File: config.mk
export PLATFORM = sky130hd
export DESIGN_NAME = video_mono_pipe_flat
export DESIGN_NICKNAME = d
export VERILOG_FILES = /design/src/rtl/video_mono_pipe_if.sv /design/src/rtl/video_mono_pipe.sv /design/src/flat_wrapper.sv
export SDC_FILE = /design/constraint.sdc
export NUM_CORES = 1
export LEC_CHECK = 0
export BUFFER_PORTS_ARGS = -buffer_cell sky130_fd_sc_hd__buf_4
export CAP_MARGIN = 10
export CORE_ASPECT_RATIO = 0.9
export CORE_MARGIN = 1
export CORE_UTILIZATION = 38
export DETAILED_ROUTE_END_ITERATION = 6
export PLACE_DENSITY = 0.52
export SKIP_LAST_GASP = 1
export SLEW_MARGIN = 25
export SYNTH_ARGS = -nofsm -noshare
export SYNTH_HDL_FRONTEND = slang
export SYNTH_SLANG_ARGS = --single-unit
export TNS_END_PERCENT = 5
File: constraint.sdc
create_clock -name clk_vga -period 7.2 [get_ports clk_vga]
set_clock_uncertainty 0.1 [all_clocks]
set_input_delay 0 -clock clk_vga [delete_from_list [all_inputs] [get_ports clk_vga]]
set_output_delay 0 -clock clk_vga [all_outputs]
set_load 0.01 [all_outputs]
File: src/rtl/video_mono_pipe_if.sv
// video_mono_pipe_if
//   Bundles one video stream: colour components plus sync and display enable.
//   W is the per-component colour width (6 on the system side, 8 on the
//   VGA side).
//   master : drives r, g, b, hs, vs, de
//   slave  : receives r, g, b, hs, vs, de
interface video_mono_pipe_if #(
  parameter int W = 6
);
  logic [W-1:0] r;
  logic [W-1:0] g;
  logic [W-1:0] b;
  logic         hs;
  logic         vs;
  logic         de;

  modport master (output r, g, b, hs, vs, de);
  modport slave  (input  r, g, b, hs, vs, de);
endinterface

File: src/rtl/video_mono_pipe.sv
// video_mono_pipe
//   Two-stage registered colour-to-monitor conversion between the system
//   video outputs and the VGA pins. Emulates colour, green, amber and B/W
//   monitors from Rec.709 luma. Syncs and DE travel with the pixel data, so
//   every output lags its input by exactly two clk_vga cycles.
//   Ports:
//     clk_vga  : pixel clock
//     reset_n  : synchronous active-low reset
//     mode_i   : requested monitor mode (0 colour, 1 green, 2 amber, 3 B/W)
//     mode_o   : mode currently applied to incoming pixels
//     vid_in   : 6-bit system video (r, g, b, hs, vs, de)
//     vid_out  : 8-bit VGA video (r, g, b, hs, vs, de)
module video_mono_pipe #(
  parameter bit VS_POL           = 1'b0,
  parameter bit SYNC_MODE_CHANGE = 1'b1
) (
  input  logic              clk_vga,
  input  logic              reset_n,
  input  logic [1:0]        mode_i,
  output logic [1:0]        mode_o,
  video_mono_pipe_if.slave  vid_in,
  video_mono_pipe_if.master vid_out
);

  localparam bit VS_IDLE = ~VS_POL;

  typedef enum logic [1:0] {
    MODE_COLOUR = 2'd0,
    MODE_GREEN  = 2'd1,
    MODE_AMBER  = 2'd2,
    MODE_BW     = 2'd3
  } mode_t;

  logic [1:0]  mode_active;
  logic        vs_prev;
  logic        vsync_start;

  logic [5:0]  r_s1, g_s1, b_s1;
  logic        hs_s1, vs_s1, de_s1;
  logic [13:0] sum_s1;
  logic [1:0]  mode_s1;
  logic [13:0] sum_next;

  logic [7:0]  luma_full;
  logic [5:0]  luma;
  logic [5:0]  r_pix, g_pix, b_pix;

  // Replicating the top bits makes full-scale 63 map to 0xFF and 0 to 0x00.
  function automatic logic [7:0] expand6(input logic [5:0] x);
    return {x, x[5:4]};
  endfunction

  // Leading edge of VSync: the only point where a new mode may be adopted,
  // so a frame is never rendered in two modes.
  assign vsync_start = (vid_in.vs == VS_POL) && (vs_prev != VS_POL);

  // vs_prev resets to the idle level so a VSync already active out of reset
  // is not mistaken for a new frame.
  always_ff @(posedge clk_vga) begin
    if (!reset_n) begin
      mode_active <= MODE_COLOUR;
      vs_prev     <= VS_IDLE;
    end else begin
      vs_prev <= vid_in.vs;
      if (!SYNC_MODE_CHANGE || vsync_start) begin
        mode_active <= mode_i;
      end
    end
  end

  assign mode_o = mode_active;

  // 14 bits hold the worst case 255*63 + 128 = 16193.
  assign sum_next = 14'd54  * {8'd0, vid_in.r}
                  + 14'd183 * {8'd0, vid_in.g}
                  + 14'd18  * {8'd0, vid_in.b}
                  + 14'd128;

  always_ff @(posedge clk_vga) begin
    if (!reset_n) begin
      r_s1    <= '0;
      g_s1    <= '0;
      b_s1    <= '0;
      hs_s1   <= 1'b0;
      vs_s1   <= VS_IDLE;
      de_s1   <= 1'b0;
      sum_s1  <= '0;
      mode_s1 <= MODE_COLOUR;
    end else begin
      r_s1    <= vid_in.r;
      g_s1    <= vid_in.g;
      b_s1    <= vid_in.b;
      hs_s1   <= vid_in.hs;
      vs_s1   <= vid_in.vs;
      de_s1   <= vid_in.de;
      sum_s1  <= sum_next;
      mode_s1 <= mode_active;
    end
  end

  // The clamp keeps luma in range should the coefficients ever be retuned;
  // with the current weights the top six bits cannot exceed 63.
  always_comb begin
    luma_full = {2'b00, sum_s1[13:8]};
    luma      = (luma_full > 8'd63) ? 6'd63 : luma_full[5:0];
    r_pix     = '0;
    g_pix     = '0;
    b_pix     = '0;
    if (de_s1) begin
      case (mode_t'(mode_s1))
        MODE_COLOUR: begin
          r_pix = r_s1;
          g_pix = g_s1;
          b_pix = b_s1;
        end
        MODE_GREEN: begin
          g_pix = luma;
        end
        MODE_AMBER: begin
          r_pix = luma;
          g_pix = {1'b0, luma[5:1]};
        end
        MODE_BW: begin
          r_pix = luma;
          g_pix = luma;
          b_pix = luma;
        end
        default: begin
          r_pix = r_s1;
          g_pix = g_s1;
          b_pix = b_s1;
        end
      endcase
    end
  end

  always_ff @(posedge clk_vga) begin
    if (!reset_n) begin
      vid_out.r  <= '0;
      vid_out.g  <= '0;
      vid_out.b  <= '0;
      vid_out.hs <= 1'b0;
      vid_out.vs <= VS_IDLE;
      vid_out.de <= 1'b0;
    end else begin
      vid_out.r  <= expand6(r_pix);
      vid_out.g  <= expand6(g_pix);
      vid_out.b  <= expand6(b_pix);
      vid_out.hs <= hs_s1;
      vid_out.vs <= vs_s1;
      vid_out.de <= de_s1;
    end
  end

endmodule
File: src/flat_wrapper.sv
// flat-port wrapper written by rule: the top's interface ports become plain ports
module video_mono_pipe_flat 
#(
  parameter bit VS_POL           = 1'b0,
  parameter bit SYNC_MODE_CHANGE = 1'b1
)
  (clk_vga, reset_n, mode_i, mode_o, vid_in_r, vid_in_g, vid_in_b, vid_in_hs, vid_in_vs, vid_in_de, vid_out_r, vid_out_g, vid_out_b, vid_out_hs, vid_out_vs, vid_out_de);
  video_mono_pipe_if vid_in_i ();
  video_mono_pipe_if vid_out_i ();
  input  logic clk_vga;
  input  logic reset_n;
  input  logic [1:0] mode_i;
  output logic [1:0] mode_o;
  input wire logic [$bits(vid_in_i.r)-1:0] vid_in_r;
  input wire logic [$bits(vid_in_i.g)-1:0] vid_in_g;
  input wire logic [$bits(vid_in_i.b)-1:0] vid_in_b;
  input wire logic [$bits(vid_in_i.hs)-1:0] vid_in_hs;
  input wire logic [$bits(vid_in_i.vs)-1:0] vid_in_vs;
  input wire logic [$bits(vid_in_i.de)-1:0] vid_in_de;
  output wire logic [$bits(vid_out_i.r)-1:0] vid_out_r;
  output wire logic [$bits(vid_out_i.g)-1:0] vid_out_g;
  output wire logic [$bits(vid_out_i.b)-1:0] vid_out_b;
  output wire logic [$bits(vid_out_i.hs)-1:0] vid_out_hs;
  output wire logic [$bits(vid_out_i.vs)-1:0] vid_out_vs;
  output wire logic [$bits(vid_out_i.de)-1:0] vid_out_de;
  assign vid_in_i.r = vid_in_r;
  assign vid_in_i.g = vid_in_g;
  assign vid_in_i.b = vid_in_b;
  assign vid_in_i.hs = vid_in_hs;
  assign vid_in_i.vs = vid_in_vs;
  assign vid_in_i.de = vid_in_de;
  assign vid_out_r = vid_out_i.r;
  assign vid_out_g = vid_out_i.g;
  assign vid_out_b = vid_out_i.b;
  assign vid_out_hs = vid_out_i.hs;
  assign vid_out_vs = vid_out_i.vs;
  assign vid_out_de = vid_out_i.de;
  video_mono_pipe #(.VS_POL(VS_POL), .SYNC_MODE_CHANGE(SYNC_MODE_CHANGE)) u_core (.clk_vga(clk_vga), .reset_n(reset_n), .mode_i(mode_i), .mode_o(mode_o), .vid_in(vid_in_i), .vid_out(vid_out_i));
endmodule
==> summary.txt, run 1 <==
Timing
  – Endpoints failing hold: 1
  – Setup TNS: 0 ns
  – Fin crit period: 6.05 ns
  – FMAX: 165 MHz
  – Worst rel slew slack: 71.5%
  – Final setup margin: 1.15 ns
  – Tcrit/Tclk final: 84.1%
  – Hold slack final: -0.00866 ns
  – Setup violations, final: 0
  – Slew @ Worst Pin: 0.428 ns
  – RSZ-0062 raised after global routing: no
  – Fin. max-slew vios: 0

Power and ir drop
  – Worst IR Drop VDD: 313 uV
  – Switching share of power: 44.4%
  – Logic pwr share: 72.2%
  – Static Leak: 2.41 nW
  – Reg power frac: 15.9%
  – Switching Power: 0.000951 W
  – Clock power share: 11.9%
  – Int Pwr: 0.00119 W
  – Pwr/cell area: 441 nW/um2

Global route
  – Global-route wire length before repair: 13400 um
  – Total grt overflow: 0
  – GRT Overall Usage: 16.1%
  – Routing usage on met2: 26.1%
  – Antenna violations before repair: 0
  – GRT busiest layer: met2
  – Vias in the first global route: 2830
  – Met1 usage: 22.3%
  – Largest net degree at the start of global routing: 25
  – GR Util met3: 1.97%

Setup path
  – Arrival time at the worst endpoint: 6.16 ns
  – Reg2Reg Depth: 6
  – CP Max Fanout: 5
  – Reg2reg setup slack: 5.53 ns
  – Crit Path Class: primary input to flop
  – R2r startpoint: u_core.mode_s1[0]$_SDFF_PN0_
  – Crit end category: flop
  – FF-to-FF End: u_core.vid_out.g[3]$_SDFF_PN0_
  – Startpoint class of the critical path: primary input
  – Worst Setup SP: vid_in_r[1]
  – Worst path required time: 7.31 ns

Worst hold path
  – Hold_sp: vid_in_g[2]
  – Min-Delay Path Class: primary input to flop
  – Hold path depth: 3
  – Hold worst-path end: u_core.g_s1[2]$_SDFF_PN0_

Placed design
  – # port buffers: 47
  – Hpwl dp: 6840 um
  – Placer congestion estimate: 0.813
  – Pre-CTS WS: 1.42 ns

Clocking
  – CTS max path bufs: 2
  – CTS tree: done
  – Post-cts gate resize count: 0
  – Post-CTS Setup Repair Bufs: 0
  – CTS root buf: clkbuf_16
  – TritonCTS Buffers: 5
  – Skew-Pair Late Insertion Delay: 0.28 ns
  – # hold bufs at CTS: 23
  – Clock Sinks: 52
  – Clk slew on worst S/H paths: 0.06 ns
  – CTS HTree Levels: 2

Synth
  – Top-count cell post-synth: inv_1
  – Synth top area cells: dfxtp_1 (26%), ha_1 (22%), fa_1 (19%)
  – Mapped Area: 3990 um2
  – Synth top area share: 26.1%
  – Post-synth net total: 547
  – Top FF cell, synth: dfxtp_1
  – Mapped Avg Cell Area: 9.64 um2
  – Yosys reg bits: 52
  – FFs w/ async S/R, synth: 0%
  – Sequential element share of the synthesized area: 26.1%
  – Synth Warn #: 0
  – Synth Instances: 414
  – Distinct cell type count after synthesis: 36
  – Area leader, netlist: dfxtp_1
  – EDFF count, synth: 0
  – Top cells by instance count after synthesis: inv_1 (82), ha_1 (70), dfxtp_1 (52)

Drt
  – DRT Wirelength: 7990 um
  – Final ANT Viol Nets: 0
  – Average vias per placed instance: 4.55
  – Drt drc: 0
  – Initial DRC count: 62
  – Drt pass-1 iters: 4
  – Vias: 2786
  – WL/cell: 13.1 um

Floorplan
  – Die width: 110 um
  – Row cnt: 35
  – I/O pin cnt: 48
  – Core Area: 10200 um2
  – Starting Density: 39.1%
  – Die height: 99.2 um
  – DIE AREA: 10900 um2

Layout
  – Filler Cells Inserted: 983
  – Final net count: 615
  – Ant diodes: 0
  – Area growth, synth to finish: 21.9%
  – Layout cells sized above 1: 12.8%

Job
  – Max Cap Viol: 0

Outcome
  – Status: finished, violations left
  – Failing checks: negative hold slack
==> layer usage <==
layer	up-vias	wire, um
met4	0	113
met1	1282	3950
met5	-	0
met2	39	3730
met3	10	202
li1	1455	-
==> cell families after synthesis <==
group | after synthesis | synth area share, %
fa+ha+maj | 108 | 41.0
buf+inv | 91 | 8.56
simple gates | 85 | 10.1
compound gates | 60 | 10.2
flops | 52 | 26.1
xor+xnor | 15 | 3.29
mux | 3 | 0.753
==> layout make-up <==
class / count / area (um2) / area share, %
tap: 129 / 161 / 3.32
sequential: 52 / 1040 / 21.4
clock inverter: 2 / 35.0 / 0.720
timing repair buffer: 70 / 583 / 12.0
clock buffer: 6 / 129 / 2.65
multi-input combinational: 271 / 2610 / 53.6
inverter: 82 / 308 / 6.33
==> layout by cell type, fill, tap and decap left out, types with 2 or more instances in the layout <==
cell and n:
inv_1 82, ha_1 70, dfxtp_1 52, buf_4 47, nor2_1 40, fa_1 38
dlygate4sd3_1 23, a21oi_1 19, and2_1 16, nand2_1 13, xnor2_1 12, o21ai_0 11
a22oi_1 11, nand2b_1 5, clkbuf_16 5, nor2b_1 3, a21o_1 3, xor2_1 3
mux2i_1 3, a211oi_1 2, nor3_1 2, or2_2 2, a211o_1 2, a21oi_2 2
==> per-stage QoR <==
step | instance area [um2] | std cells | utilization (%) | power [W]
2_1_floorplan | 3990 | 414 | - | 0.00157
3_3_place_gp | 4470 | 581 | 43.8 | 0.00187
3_5_place_dp | 4470 | 581 | 43.8 | 0.00189
4_1_cts | 4860 | 612 | 47.7 | 0.00217
5_1_grt | 4860 | 612 | 47.7 | 0.00239
6_report | 4860 | 612 | 47.7 | 0.00214
==> how the worst max path moves through the flow <==
stage | end | slack (ns) | cells past startpoint
after global placement | u_core.sum_s1[13]$_SDFF_PN0_ | 1.48 | 21
after global routing | u_core.sum_s1[11]$_SDFF_PN0_ | 0.84 | 23
after detailed placement | u_core.sum_s1[11]$_SDFF_PN0_ | 1.42 | 20
final | u_core.sum_s1[11]$_SDFF_PN0_ | 1.15 | 21
after floorplan | u_core.sum_s1[11]$_SDFF_PN0_ | 1.83 | 21
after CTS | u_core.sum_s1[11]$_SDFF_PN0_ | 1.12 | 21
==> flip-flops by register name (all words and copies together) (netlist names), 2 cells and up <==
register          cells
u_core.mode_s1        2
u_core.vid_out.g      6
u_core.vid_out.b      6
u_core.vid_out.r      6
u_core.mode_o         2
u_core.sum_s1         7
u_core.r_s1           6
u_core.g_s1           5
u_core.b_s1           6
==> power groups by stage <==
stage	logic [W]	clock network (W)	registers [W]
5_1_grt	0.00177	0.000272	0.000343
4_1_cts	0.00157	0.000260	0.000340
3_5_place_dp	0.00155	0	0.000346
3_3_place_gp	0.00153	0	0.000347
2_1_floorplan	0.00123	0	0.000340
6_report	0.00155	0.000256	0.000341
==> critical path, cell delays in order <==
cell	delay [ns]
dlygate4sd3_1	0.54
buf_4	0.15
ha_1	0.33
fa_1	0.52
inv_1	0.05
fa_1	0.50
inv_1	0.04
ha_1	0.32
o21ai_1	0.12
nand2b_1	0.09
xnor2_1	0.21
fa_1	0.47
fa_1	0.50
fa_1	0.49
inv_1	0.05
fa_1	0.44
ha_1	0.36
a2111o_1	0.39
o22a_1	0.23
a21oi_2	0.17
mux2i_1	0.20
Note: power is estimated with default switching activity, not from simulation.
==> run 2, diff against run 1 <==
Clock period 7.2 ns to 5.86 ns, I/O delays scaled along.
==> summary.txt, run 2 (synthesized netlist as in run 1, its figures left out) <==
Outcome
  – Status: finished, violations left
  – Failing checks: negative hold slack

Timing
  – Setup violations, final: 0 (unchanged)
  – Worst rel slew slack: 71.7% (+0.25 points)
  – Fin crit period: 5.64 ns
  – Hold slack final: -0.0109 ns (-0.00227 ns)
  – Tcrit/Tclk final: 96.2%
  – FMAX: 177 MHz
  – RSZ-0062 raised after global routing: yes
  – Fin. max-slew vios: 0 (unchanged)
  – Slew @ Worst Pin: 0.424 ns (-0.00373 ns)
  – Endpoints failing hold: 1 (unchanged)

Setup path
  – CP Max Fanout: 5 (unchanged)
  – R2r startpoint: u_core.mode_s1[0]$_SDFF_PN0_
  – Startpoint class of the critical path: primary input
  – Worst path required time: 5.94 ns (-1.37 ns)
  – Crit end category: flop
  – Crit Path Class: primary input to flop
  – Reg2reg setup slack: 4.19 ns (-1.34 ns)
  – Arrival time at the worst endpoint: 5.72 ns (-0.44 ns)
  – FF-to-FF End: u_core.vid_out.g[3]$_SDFF_PN0_
  – Reg2Reg Depth: 6 (unchanged)

Clocking
  – CTS max path bufs: 2 (unchanged)
  – Skew-Pair Late Insertion Delay: 0.28 ns (about the same)
  – Clock Sinks: 52 (unchanged)
  – Clk slew on worst S/H paths: 0.06 ns (about the same)
  – Post-CTS Setup Repair Bufs: 0 (unchanged)
  – CTS root buf: clkbuf_16
  – CTS tree: done
  – TritonCTS Buffers: 5 (unchanged)
  – CTS HTree Levels: 2 (unchanged)

Power and ir drop
  – Pwr/cell area: 570 nW/um2 (+29%)
  – Total power: 0.00280 W (+31%)
  – Static Leak: 2.42 nW (+0.25%)
  – Logic pwr share: 73.8% (+1.6 points)
  – Int Pwr: 0.00158 W (+33%)
  – Switching Power: 0.00122 W (+28%)
  – Clock power share: 11.3% (-0.6 points)
  – Worst IR Drop VDD: 488 uV (+56%)
  – Switching share of power: 43.5% (-0.85 points)
  – Reg power frac: 15.0% (-0.9 points)

Drt
  – Average vias per placed instance: 4.56 (+0.18%)
  – Initial DRC count: 71 (+15%)
  – WL/cell: 13.1 um (about the same)
  – Vias: 2791 (+0.18%)
  – Drt pass-1 iters: 4 (unchanged)
  – Drt drc: 0 (unchanged)
  – Final ANT Viol Nets: 0 (unchanged)
  – DRT Wirelength: 7990 um (about the same)

Global route
  – Vias in the first global route: 2849 (+0.67%)
  – GRT Overall Usage: 16.0% (-0.037 points)
  – Global-route wire length before repair: 13400 um (+0.10%)
  – Total grt overflow: 0 (unchanged)
  – Antenna violations before repair: 0 (unchanged)
  – Largest net degree at the start of global routing: 25 (unchanged)

Placed design
  – Placer congestion estimate: 0.813 (about the same)
  – # port buffers: 47 (unchanged)
  – Hpwl dp: 6840 um (unchanged)

Floorplan
  – I/O pin cnt: 48 (unchanged)
  – Core Area: 10200 um2 (unchanged)
  – Starting Density: 39.1% (unchanged)
  – Row cnt: 35 (unchanged)
  – Die width: 110 um (unchanged)
  – DIE AREA: 10900 um2 (unchanged)
  – Die height: 99.2 um (unchanged)

Layout
  – Layout cells sized above 1: 14.1% (+1.2 points)
  – Area growth, synth to finish: 23.0%
  – Number of flip-flops in the largest register: 7 (unchanged)
  – Commonest non-fill, non-tap cell in the layout: inv_1
  – Most frequent cells in the layout: inv_1 (82), ha_1 (67), dfxtp_1 (52), buf_4 (47), nor2_1 (40)
  – Top reg by flops: u_core.sum_s1
  – Final core occ: 48.1% (+0.44 points)
  – Final net count: 615 (unchanged)
  – Filler Cells Inserted: 977 (-0.61%)
  – Ant diodes: 0 (unchanged)

Worst hold path
  – Hold path depth: 3 (unchanged)
  – Hold worst-path end: u_core.g_s1[2]$_SDFF_PN0_
  – Hold_sp: vid_in_g[2]
  – Min-Delay Path Class: primary input to flop

Job
  – Max Cap Viol: 0 (unchanged)
==> run 2: cell count changes in the layout (fill, tap and decap cells not counted) <==
cell,delta
ha_1,-3
nor3_2,+1
xnor2_2,+1
a211oi_1,-1
a211oi_2,+1
nor3_1,-1
ha_4,+2
ha_2,+1
xnor2_1,-1
==> run 2: final cells by class <==
type,count,area [um2],share of cell area (%)
timing repair buffer,70,583,11.9
tap,129,161,3.29
clock buffer,6,129,2.62
sequential,52,1040,21.2
inverter,82,308,6.27
clock inverter,2,35.0,0.714
multi-input combinational,271,2650,54.0
==> run 2: metrics by stage <==
| stage | instance area [um2] | setup TNS [ns] | worst slack [ns] | cells | hold slack [ns] |
|---|---|---|---|---|---|
| 6_report | 4910 | 0 | 0.220 | 612 | -0.0109 |
| 3_3_place_gp | 4470 | 0 | 0.141 | 581 | 0.0971 |
| 5_1_grt | 4910 | -0.0252 | -0.0252 | 612 | 0.0320 |
| 4_1_cts | 4860 | 0 | 0.0757 | 612 | 0.00242 |
| 2_1_floorplan | 3990 | 0 | 0.486 | 414 | 0.00147 |
| 3_5_place_dp | 4470 | 0 | 0.0768 | 581 | 0.101 |
==> run 2: what timing repair did <==
| item | 4_1_cts | 5_1_grt |
|---|---|---|
| endpoints found under the setup margin | 0 | 4 |
| hold buffers | 23 | 0 |
| endpoints found under the hold margin | 23 | 0 |
| gates resized for setup | 0 | 6 |
==> run 2: how the worst max path moves through the flow <==
stage	endpoint	cells after the start	start	slack, ns
final	u_core.sum_s1[13]$_SDFF_PN0_	21	vid_in_r[4]	0.22
after floorplan	u_core.sum_s1[11]$_SDFF_PN0_	21	vid_in_r[1]	0.49
after global placement	u_core.sum_s1[13]$_SDFF_PN0_	21	vid_in_r[1]	0.14
after CTS	u_core.sum_s1[11]$_SDFF_PN0_	20	vid_in_r[4]	0.08
after global routing	u_core.sum_s1[11]$_SDFF_PN0_	22	vid_in_r[4]	-0.03
after detailed placement	u_core.sum_s1[11]$_SDFF_PN0_	20	vid_in_r[1]	0.08
==> run 2: critical path, cell delays in order <==
cell and delay [ns]:
dlygate4sd3_1 0.54, buf_4 0.17, fa_1 0.53, inv_1 0.05, fa_1 0.50, inv_1 0.04
ha_1 0.32, o21ai_1 0.12, nand2b_1 0.11, xnor2_2 0.16, fa_1 0.46, fa_1 0.50
fa_1 0.49, inv_1 0.05, fa_1 0.54, ha_2 0.30, a21oi_1 0.18, o221ai_2 0.17
o211ai_2 0.24, a21oi_2 0.08, a31o_1 0.18
==> run 2: layer usage <==
metal	up-vias	GRT usage, %	wire length (um)
met5	-	0	0
met2	41	26.3	3730
met1	1283	22.1	3940
met4	0	4.62	113
met3	10	1.97	203
li1	1457	-	-
==> run 2: power groups by stage <==
stage | combinational, W | sequential, W | clock [W]
final | 0.00207 | 0.000419 | 0.000316
after global routing | 0.00235 | 0.000421 | 0.000335
after CTS | 0.00193 | 0.000418 | 0.000319
after detailed placement | 0.00190 | 0.000426 | 0
after global placement | 0.00188 | 0.000426 | 0
after floorplan | 0.00151 | 0.000418 | 0
==> run 3, diff against run 2 <==
Settings changed: CELL_PAD_IN_SITES_DETAIL_PLACEMENT set to 1, CELL_PAD_IN_SITES_GLOBAL_PLACEMENT set to 1, CORE_MARGIN 1 to 2, PLACE_DENSITY 0.52 to not set, PLACE_DENSITY_LB_ADDON set to 0.08.
==> summary.txt, run 3 (synthesized netlist as in run 1, its figures left out) <==
Layout
  – Register area: 1040 um2 (unchanged)
  – Most frequent cells in the layout: inv_1 (82), ha_1 (66), dfxtp_1 (52), buf_4 (49), nor2_1 (40)
  – Commonest non-fill, non-tap cell in the layout: inv_1
  – Top reg by flops: u_core.sum_s1
  – Filler Cells Inserted: 1171 (+20%)
  – Layout cells sized above 1: 14.6% (+0.50 points)
  – Area growth, synth to finish: 23.7%
  – Final net count: 619 (+0.65%)
  – Design area: 4940 um2 (+0.54%)
  – Multi-input logic area: 2660 um2 (+0.24%)
  – Number of flip-flops in the largest register: 7 (unchanged)
  – Ant diodes: 0 (unchanged)

Global route
  – Vias in the first global route: 3121 (+9.5%)
  – Global-route wire length before repair: 15600 um (+16%)
  – GRT Overall Usage: 17.3% (+1.3 points)
  – Antenna violations before repair: 0 (unchanged)
  – Total grt overflow: 0 (unchanged)
  – Largest net degree at the start of global routing: 25 (unchanged)

Floorplan
  – DIE AREA: 11300 um2 (+3.9%)
  – Starting Density: 38.9% (-0.17 points)
  – Core Area: 10200 um2 (+0.43%)
  – Row cnt: 35 (unchanged)
  – I/O pin cnt: 48 (unchanged)
  – Die width: 112 um (+1.8%)
  – Die height: 101 um (+2.0%)

Clocking
  – Clock Sinks: 52 (unchanged)
  – Skew-Pair Late Insertion Delay: 0.28 ns (about the same)
  – TritonCTS Buffers: 5 (unchanged)
  – CTS root buf: clkbuf_16
  – Clk slew on worst S/H paths: 0.06 ns (about the same)
  – CTS max path bufs: 2 (unchanged)
  – CTS HTree Levels: 2 (unchanged)
  – CTS tree: done

Job
  – Max Cap Viol: 0 (unchanged)

Drt
  – DRT Wirelength: 9190 um (+15%)
  – Average vias per placed instance: 4.73 (+3.8%)
  – Initial DRC count: 77 (+8.5%)
  – WL/cell: 14.9 um (+14%)
  – Drt pass-1 iters: 4 (unchanged)
  – Vias: 2915 (+4.4%)
  – Final ANT Viol Nets: 0 (unchanged)
  – Drt drc: 0 (unchanged)

Timing
  – FMAX: 178 MHz (+0.41%)
  – Slew @ Worst Pin: 0.453 ns (+0.0288 ns)
  – Setup violations, final: 0 (unchanged)
  – Fin crit period: 5.62 ns (-0.0231 ns)
  – Worst rel slew slack: 69.8% (-1.9 points)
  – Tcrit/Tclk final: 95.9% (-0.39 points)
  – Endpoints failing hold: 0 (-1)
  – Fin. max-slew vios: 0 (unchanged)

Worst hold path
  – Hold path depth: 1 (-2)
  – Min-Delay Path Class: flop to flop

Setup path
  – Crit end category: flop
  – Startpoint class of the critical path: primary input
  – Crit Path Class: primary input to flop
  – CP Max Fanout: 5 (unchanged)
  – Arrival time at the worst endpoint: 5.69 ns (-0.03 ns)
  – Reg2Reg Depth: 6 (unchanged)
  – Worst path required time: 5.93 ns (about the same)

Power and ir drop
  – Clock power share: 10.5% (-0.8 points)
  – Reg power frac: 15.5% (+0.5 points)
  – Static Leak: 2.43 nW (+0.44%)
  – Switching Power: 0.00121 W (-0.53%)
  – Logic pwr share: 74.0% (+0.2 points)
  – Switching share of power: 44.8% (+1.2 points)
  – Worst IR Drop VDD: 387 uV (-21%)
  – Int Pwr: 0.00150 W (-5.4%)
  – Pwr/cell area: 549 nW/um2 (-3.8%)
  – Total power: 0.00271 W (-3.3%)

Placed design
  – Placer congestion estimate: 0.839 (+3.2%)
  – Placed Area: 4470 um2 (unchanged)
  – Hpwl dp: 7680 um (+12%)
  – # port buffers: 47 (unchanged)

Outcome
  – Status: finished, final reports clean
run 3: cell count changes in the layout (fill, tap and decap cells not counted), sizes merged:
| cell | previous run | this run |
|---|---|---|
| buf | 47 | 49 |
| bufinv | 1 | 0 |
| clkinv | 1 | 2 |
| dlygate4sd3 | 23 | 25 |
run 3: area by class of cell:
cell class	count	area share, %
Sequential cell	52	21.1
Inverter	82	6.24
Tap cell	129	3.27
Timing Repair Buffer	74	12.5
Clock inverter	2	0.203
Clock buffer	6	2.81
Multi-Input combinational cell	271	53.9
run 3: worst max-delay path, stage by stage:
cell	delay (ns)
dlygate4sd3_1	0.54
buf_4	0.17
ha_1	0.30
fa_1	0.56
ha_4	0.22
ha_4	0.28
o21ai_0	0.09
nor2_1	0.17
nor2_1	0.08
xnor2_1	0.14
ha_1	0.31
fa_1	0.51
inv_1	0.05
fa_1	0.38
fa_1	0.51
inv_1	0.04
ha_1	0.35
a211o_1	0.34
a21o_1	0.18
o211ai_2	0.22
a21oi_2	0.08
a31o_1	0.19
run 3: what timing repair did:
action,in CTS,in global routing
gates resized for setup,0,6
endpoints found under the hold margin,25,0
hold buffers,25,0
buffers inserted,0,2
setup endpoints to repair,0,4
run 3: power by group through the flow:
stage               logic, W  clock network (W)  registers [W]
global route         0.00232           0.000305       0.000421
detailed placement   0.00193                  0       0.000427
finish               0.00200           0.000284       0.000419
floorplan            0.00151                  0       0.000418
global placement     0.00188                  0       0.000426
CTS                  0.00196           0.000292       0.000419
run 3: per-stage QoR:
| step | utilization [%] | setup TNS (ns) | hold WS [ns] | std cells | setup WS, ns |
|---|---|---|---|---|---|
| finish | 48.2 | 0 | 0.340 | 616 | 0.243 |
| detailed placement | 43.6 | -0.0465 | 0.0999 | 581 | -0.0380 |
| global route | 48.2 | -0.0209 | 0.366 | 616 | -0.0111 |
| global placement | 43.6 | 0 | 0.0919 | 581 | 0.120 |
| floorplan | - | 0 | 0.00147 | 414 | 0.486 |
| CTS | 47.5 | 0 | 0.338 | 614 | 0.0812 |
run 3: path summary, 6_finish.rpt:
check                                                   from                        endpoint  slack, ns
worst max-delay path                             vid_in_r[3]    u_core.sum_s1[13]$_SDFF_PN0_       0.24
worst max register to register  u_core.mode_s1[0]$_SDFF_PN0_  u_core.vid_out.g[3]$_SDFF_PN0_       4.15
worst min register to register       u_core.hs_s1$_SDFF_PN0_    u_core.vid_out.hs$_SDFF_PN0_       0.34
worst min-delay path                 u_core.hs_s1$_SDFF_PN0_    u_core.vid_out.hs$_SDFF_PN0_       0.34
run 3: metal layers:
| layer | global-route usage (%) | share of wire [%] | up-vias |
|---|---|---|---|
| met1 | 23.4 | 48 | 1389 |
| met5 | 0 | 0 | - |
| li1 | - | - | 1468 |
| met4 | 3.94 | 1.0 | 0 |
| met3 | 1.68 | 2.5 | 6 |
| met2 | 30.6 | 49 | 52 |
